==> src/rtl/mips_bus_lsu_if.sv <==
// Core-request / memory-bus signal bundle for the MIPS load/store unit.
// The 'master' modport is the LSU itself because it masters the memory bus.
// The 'slave' modport is the environment, meaning the core plus the memory responder.
interface mips_bus_lsu_if;
  logic        req_valid;
  logic        req_ready;
  logic [2:0]  req_op;
  logic [31:0] req_addr;
  logic [31:0] req_wdata;
  logic        resp_valid;
  logic [31:0] resp_rdata;
  logic        resp_err;
  logic [31:0] address;
  logic        read;
  logic        write;
  logic        waitrequest;
  logic [31:0] writedata;
  logic [3:0]  byteenable;
  logic [31:0] readdata;

  modport master (
    input  req_valid, req_op, req_addr, req_wdata, waitrequest, readdata,
    output req_ready, resp_valid, resp_rdata, resp_err,
           address, read, write, writedata, byteenable
  );

  modport slave (
    output req_valid, req_op, req_addr, req_wdata, waitrequest, readdata,
    input  req_ready, resp_valid, resp_rdata, resp_err,
           address, read, write, writedata, byteenable
  );
endinterface

==> src/rtl/mips_bus_lsu.sv <==
// MIPS load/store unit: turns one core request into a single word-addressed
// bus access with byte enables, then returns extended load data.
// The fixed read latency is one cycle.
// Optional feature macro: LSU_ALIGN_CHECK_EN.
//   Defined:   misaligned halfword/word accesses return resp_err=1 and never reach the bus.
//   Undefined: resp_err is tied to 0, and the low address bits are truncated to the access size.
module mips_bus_lsu (
  input  logic           clk,
  input  logic           reset,
  mips_bus_lsu_if.master bus
);
  typedef enum logic [1:0] {IDLE, BUS, RDATA, RESP} state_t;
  typedef enum logic [2:0] {
    OP_LB = 3'd0, OP_LBU = 3'd1, OP_LH = 3'd2, OP_LHU = 3'd3,
    OP_LW = 3'd4, OP_SB  = 3'd5, OP_SH = 3'd6, OP_SW  = 3'd7
  } op_t;

  state_t      state, state_nx;
  op_t         op_in, op_q;
  logic [1:0]  off_in, off_q;
  logic [3:0]  be_in, be_q;
  logic [31:0] wd_in, wdata_q, addr_q, rdata_q, load_ext;
  logic        err_q, misalign, accept, store_q;
  logic [7:0]  byte_sel;
  logic [15:0] half_sel;

  assign op_in   = op_t'(bus.req_op);
  assign accept  = bus.req_valid && (state == IDLE);
  assign store_q = (op_q == OP_SB) || (op_q == OP_SH) || (op_q == OP_SW);

  // Decode the incoming request into its lane offset, byte enables and replicated write data.
  always_comb begin
    misalign = 1'b0;
    off_in   = bus.req_addr[1:0];
`ifdef LSU_ALIGN_CHECK_EN
    case (op_in)
      OP_LH, OP_LHU, OP_SH: misalign = bus.req_addr[0];
      OP_LW, OP_SW:         misalign = (bus.req_addr[1:0] != 2'b00);
      default:              misalign = 1'b0;
    endcase
`else
    case (op_in)
      OP_LH, OP_LHU, OP_SH: off_in = {bus.req_addr[1], 1'b0};
      OP_LW, OP_SW:         off_in = 2'b00;
      default:              off_in = bus.req_addr[1:0];
    endcase
`endif
    be_in = 4'b1111;
    wd_in = bus.req_wdata;
    case (op_in)
      OP_SB: begin
        be_in = 4'b0001 << off_in;
        wd_in = {4{bus.req_wdata[7:0]}};
      end
      OP_SH: begin
        be_in = off_in[1] ? 4'b1100 : 4'b0011;
        wd_in = {2{bus.req_wdata[15:0]}};
      end
      default: begin
        be_in = 4'b1111;
        wd_in = bus.req_wdata;
      end
    endcase
  end

  // Select the addressed lane(s) of readdata, then sign- or zero-extend them to 32 bits.
  always_comb begin
    case (off_q)
      2'd0:    byte_sel = bus.readdata[7:0];
      2'd1:    byte_sel = bus.readdata[15:8];
      2'd2:    byte_sel = bus.readdata[23:16];
      default: byte_sel = bus.readdata[31:24];
    endcase
    half_sel = off_q[1] ? bus.readdata[31:16] : bus.readdata[15:0];
    case (op_q)
      OP_LB:   load_ext = {{24{byte_sel[7]}}, byte_sel};
      OP_LBU:  load_ext = {24'd0, byte_sel};
      OP_LH:   load_ext = {{16{half_sel[15]}}, half_sel};
      OP_LHU:  load_ext = {16'd0, half_sel};
      default: load_ext = bus.readdata;
    endcase
  end

  // Hold the FSM state register, with a synchronous active-low reset.
  always_ff @(posedge clk) begin
    if (!reset) state <= IDLE;
    else        state <= state_nx;
  end

  // Compute the next state: an aligned request goes to the bus, a misaligned one goes straight to the response.
  always_comb begin
    state_nx = state;
    case (state)
      IDLE:    if (accept) state_nx = misalign ? RESP : BUS;
      BUS:     if (!bus.waitrequest) state_nx = store_q ? RESP : RDATA;
      RDATA:   state_nx = RESP;
      RESP:    state_nx = IDLE;
      default: state_nx = IDLE;
    endcase
  end

  // Register the request on acceptance, and capture the extended read data at the end of RDATA.
  always_ff @(posedge clk) begin
    if (!reset) begin
      op_q    <= OP_LB;
      off_q   <= '0;
      addr_q  <= '0;
      wdata_q <= '0;
      be_q    <= '0;
      rdata_q <= '0;
      err_q   <= 1'b0;
    end else if (accept) begin
      op_q    <= op_in;
      off_q   <= off_in;
      addr_q  <= {bus.req_addr[31:2], 2'b00};
      wdata_q <= wd_in;
      be_q    <= be_in;
      rdata_q <= '0;
      err_q   <= misalign;
    end else if (state == RDATA) begin
      rdata_q <= load_ext;
    end
  end

  // Drive outputs from the state: strobes only in BUS, response fields gated by RESP.
  always_comb begin
    bus.req_ready  = (state == IDLE);
    bus.read       = (state == BUS) && !store_q;
    bus.write      = (state == BUS) && store_q;
    bus.address    = addr_q;
    bus.writedata  = wdata_q;
    bus.byteenable = be_q;
    bus.resp_valid = (state == RESP);
    bus.resp_rdata = (state == RESP) ? rdata_q : '0;
    bus.resp_err   = (state == RESP) ? err_q : 1'b0;
  end
endmodule

==> src/flat_wrapper.sv <==
// flat-port wrapper written by rule: the top's interface ports become plain ports
module mips_bus_lsu_flat 
  (clk, reset, bus_req_valid, bus_req_op, bus_req_addr, bus_req_wdata, bus_waitrequest, bus_readdata, bus_req_ready, bus_resp_valid, bus_resp_rdata, bus_resp_err, bus_address, bus_read, bus_write, bus_writedata, bus_byteenable);
  mips_bus_lsu_if bus_i ();
  input  logic clk;
  input  logic reset;
  input wire logic [$bits(bus_i.req_valid)-1:0] bus_req_valid;
  input wire logic [$bits(bus_i.req_op)-1:0] bus_req_op;
  input wire logic [$bits(bus_i.req_addr)-1:0] bus_req_addr;
  input wire logic [$bits(bus_i.req_wdata)-1:0] bus_req_wdata;
  input wire logic [$bits(bus_i.waitrequest)-1:0] bus_waitrequest;
  input wire logic [$bits(bus_i.readdata)-1:0] bus_readdata;
  output wire logic [$bits(bus_i.req_ready)-1:0] bus_req_ready;
  output wire logic [$bits(bus_i.resp_valid)-1:0] bus_resp_valid;
  output wire logic [$bits(bus_i.resp_rdata)-1:0] bus_resp_rdata;
  output wire logic [$bits(bus_i.resp_err)-1:0] bus_resp_err;
  output wire logic [$bits(bus_i.address)-1:0] bus_address;
  output wire logic [$bits(bus_i.read)-1:0] bus_read;
  output wire logic [$bits(bus_i.write)-1:0] bus_write;
  output wire logic [$bits(bus_i.writedata)-1:0] bus_writedata;
  output wire logic [$bits(bus_i.byteenable)-1:0] bus_byteenable;
  assign bus_i.req_valid = bus_req_valid;
  assign bus_i.req_op = bus_req_op;
  assign bus_i.req_addr = bus_req_addr;
  assign bus_i.req_wdata = bus_req_wdata;
  assign bus_i.waitrequest = bus_waitrequest;
  assign bus_i.readdata = bus_readdata;
  assign bus_req_ready = bus_i.req_ready;
  assign bus_resp_valid = bus_i.resp_valid;
  assign bus_resp_rdata = bus_i.resp_rdata;
  assign bus_resp_err = bus_i.resp_err;
  assign bus_address = bus_i.address;
  assign bus_read = bus_i.read;
  assign bus_write = bus_i.write;
  assign bus_writedata = bus_i.writedata;
  assign bus_byteenable = bus_i.byteenable;
  mips_bus_lsu u_core (.clk(clk), .reset(reset), .bus(bus_i));
endmodule
==> config.mk <==
export PLATFORM = sky130hd
export DESIGN_NAME = mips_bus_lsu_flat
export DESIGN_NICKNAME = d
export VERILOG_FILES = /design/src/rtl/mips_bus_lsu_if.sv /design/src/rtl/mips_bus_lsu.sv /design/src/flat_wrapper.sv
export SDC_FILE = /design/constraint.sdc
export NUM_CORES = 1
export LEC_CHECK = 0
export BUFFER_PORTS_ARGS = -buffer_cell sky130_fd_sc_hd__buf_2
export CELL_PAD_IN_SITES_DETAIL_PLACEMENT = 1
export CELL_PAD_IN_SITES_GLOBAL_PLACEMENT = 1
export CORE_MARGIN = 1.5
export CORE_UTILIZATION = 31
export CTS_CLUSTER_DIAMETER = 80
export CTS_CLUSTER_SIZE = 14
export DETAILED_ROUTE_END_ITERATION = 12
export HOLD_SLACK_MARGIN = 0.03
export PLACE_DENSITY = 0.81
export SKIP_LAST_GASP = 1
export SYNTH_ARGS = -nofsm -noshare
export SYNTH_HDL_FRONTEND = slang
export SYNTH_SLANG_ARGS = --single-unit
==> constraint.sdc <==
create_clock -name clk -period 1.78 [get_ports clk]
set_clock_uncertainty 0.05 [all_clocks]
set_input_delay 0.356 -clock clk [delete_from_list [all_inputs] [get_ports clk]]
set_output_delay 0.356 -clock clk [all_outputs]
set_load 0.03 [all_outputs]
==> impl_metrics.py <==
metrics = {
    "clock_tree": {
        "clk_latency_ns": 0.36,
        "clockBufferDepth": 2,
        "cts_buffers": 9,
        "cts_tree": "built",
        "clock-root-buffer": "clkbuf_16",
        "cts_htree_levels": 3,
        "postCtsHoldBufs": 0,
        "clock_sinks": 105,
        "path_clk_slew_ns": 0.08,
    },
    "final_layout": {
        "nNetsFinal": 935,
        "area_growth_pct": 37.67,
        "final_cells": 1054,
        "layout_common_cells": "buf_2, nand2_1, dfxtp_1",
        "drive_gt1_frac": 0.3433,
        "final_common_cell": "buf_2",
    },
    "synth": {
        "synth_edf_count": 0,
        "syn_inst": 635,
        "ys.flop_type": "dfxtp_1",
        "synth_cell_types": 40,
        "synth_area_um2": 5187,
        "async_flop_share": 0,
        "syn-mean-instance-area_um2": 8.169,
        "synth_seq_cells": 105,
        "synth-seq-area-share": 0.4052,
        "ys_warn_count": 0,
    },
    "timing": {
        "finalCritPeriodShare": 1.035,
        "hold_violations": 0,
        "setup_slack_ns": -0.06191,
        "tns_ns": -0.7863,
        "holdWs_ns": 0.1851,
        "min_period_ns": 1.842,
        "timing.fmax_mhz": 542.9,
        "rsz0062_at_grt": "yes",
        "finalSetupViolCount": 31,
        "drv_slew": 0,
    },
    "status": {
        "violations": "negative setup slack",
        "status": "finished with violations",
    },
    "routing": {
        "drtIter0Drc": 221,
        "wl_per_cell_um": 16.10,
        "dr_total_vias": 5181,
        "dr.pass1.iters": 4,
        "vias_per_cell": 4.916,
        "drt-total-wl_um": 16970,
        "ant_nets": 0,
        "drc": 0,
    },
    "placed_design": {
        "dpl.hpwl_um": 12160,
        "portBuffers": 204,
        "place.gp.congestion": 0.7842,
        "dp.cells": 1033,
    },
    "global_route": {
        "grt_busiest_layer": "met2",
        "grt_max_degree": 53,
        "grt_usage": 0.1945,
        "grt_pass1_vias": 5339,
        "grt_util_met2": 0.3392,
        "globalRouteOverflowTotal": 0,
        "grtUsageMet1": 0.2291,
        "grt_use_met3": 0.05575,
        "antenna_found_initial": 1,
        "grt_first_pass_wirelength_um": 27210,
    },
    "floorplanning": {
        "start_util": 0.3150,
        "io_pins": 208,
        "die-area_um2": 17520,
        "coreArea_um2": 16470,
        "die_y_um": 132.4,
        "rows": 47,
        "fp.dieW_um": 132.4,
    },
    "pwr": {
        "vdd_ir_drop_max_v": 0.0005407,
        "p_per_area_nw_per_um2": 1203,
        "p_leak_uw": 0.003164,
    },
    "critical_path": {
        "path_cells": "ha_4 -> buf_12 -> and2_1 -> buf_4",
        "slowest_stage": "dfxtp_4",
        "start_kind": "flip-flop",
        "cpPeakStageDelay_ns": 0.39,
        "crit_required_ns": 1.37,
        "critPathArrivalTime_ns": 1.44,
        "cp_max_fo": 17,
        "worstSetupPathType": "reg2out",
        "cp-end-kind": "primary output",
    },
    "hold_path": {
        "hp-class": "in2reg",
    },
    "job": {
        "maxCapViolations": 0,
    },
}
cell families (layout without fill, tap and decap cells):
group	count (synthesis)	count (layout)	synth area share
compound gates	195	195	0.2742
buf+inv	65	261	0.05596
simple gates	252	252	0.2260
flops	105	105	0.4052
mux	12	12	0.02653
xor+xnor	1	1	0.001689
other cells	1	4	0.0007229
fa+ha+maj	4	4	0.009648
path summary, 6_finish.rpt:
check                         from                endpoint  slack, ns  cells after the start
max                u_core.state[0]      bus_resp_rdata[16]      -0.06                      4
min               bus_req_addr[19]  u_core.bus.address[19]       0.19                      3
max reg2reg         u_core.op_q[1]      u_core.rdata_q[15]       0.09                      5
min reg2reg  u_core.bus.address[2]   u_core.bus.address[2]       0.41                      2
where the power goes:
group	switching (µW)	internal, µW	leakage [µW]
clock network	998	989	0.000142
logic	2270	1260	0.00216
registers	250	2820	0.000862
cells in the mapped netlist, types with 3 or more instances:
library cell    n  area [µm²]
o2bb2ai_1       8       70.07
and2_1         36       225.2
nand2b_1       14       87.58
inv_1           7       26.28
buf_4           3       22.52
buf_2           3       15.01
a31oi_1        24       150.1
o22ai_1         8       50.05
nand3_1        15       75.07
nand3b_1       11       82.58
o21ai_0        58       290.3
a21oi_1        15       75.07
clkbuf_1       48       180.2
a21boi_0       45       337.8
dfxtp_1       105        2102
nor2b_1        10       62.56
a31oi_4        10       212.7
o211a_1         8       80.08
o221a_2         3       33.78
a22oi_1         9       67.56
nor2_1          6       22.52
ha_1            4       50.05
nand2_1       157       589.3
mux2i_1        10       100.1
area by class of cell:
class / count / area (µm²)
antenna: 1 / 2.502
clock buffer: 10 / 229.0
clock inverter: 6 / 62.56
fill: 2046 / 9324
inverter: 7 / 26.28
multi-input combinational: 467 / 2858
sequential: 105 / 2111
tap: 220 / 275.3
timing repair buffer: 238 / 1578
worst max-delay path, delay by kind of cell, from the launching register on:
kind                       cells  cell delay, ns
adders and majority gates      1            0.21
buffers and inverters          2            0.32
DFF                            1            0.39
and+or+nand+nor                1            0.15
what timing repair did:
action / CTS / global route
buffers inserted: 1 / 2
cloned: 1 / 0
endpoints found under the setup margin: 35 / 63
gates resized for setup: 73 / 12
pin swaps: 1 / 3
endpoints found under the hold margin: 0 / 0
metrics by stage:
stage	worst slack, ns	cell area (µm²)	util	total power [µW]
4_1_cts	-0.07473	7092	0.4307	8658
5_1_grt	-0.08876	7142	0.4337	9156
3_5_place_dp	-0.02281	6549	0.3977	6543
2_1_floorplan	0.004639	5197	-	5418
6_report	-0.06191	7142	0.4337	8591
3_3_place_gp	0.04157	6549	0.3977	6469
per-layer routing:
| layer | up-vias | share of wire |
|---|---|---|
| met5 | - | 0 |
| met4 | 0 | 0.013 |
| met3 | 15 | 0.070 |
| met2 | 154 | 0.49 |
| met1 | 2445 | 0.43 |
| li1 | 2567 | - |
registers in the layout (all words and copies together), names as in the netlist:
register               cells
u_core.off_q               2
u_core.op_q                3
u_core.bus.writedata      32
u_core.bus.address        30
u_core.rdata_q            32
u_core.state               2
u_core.bus.byteenable      4
No activity file was read; power rests on OpenSTA's default activity.
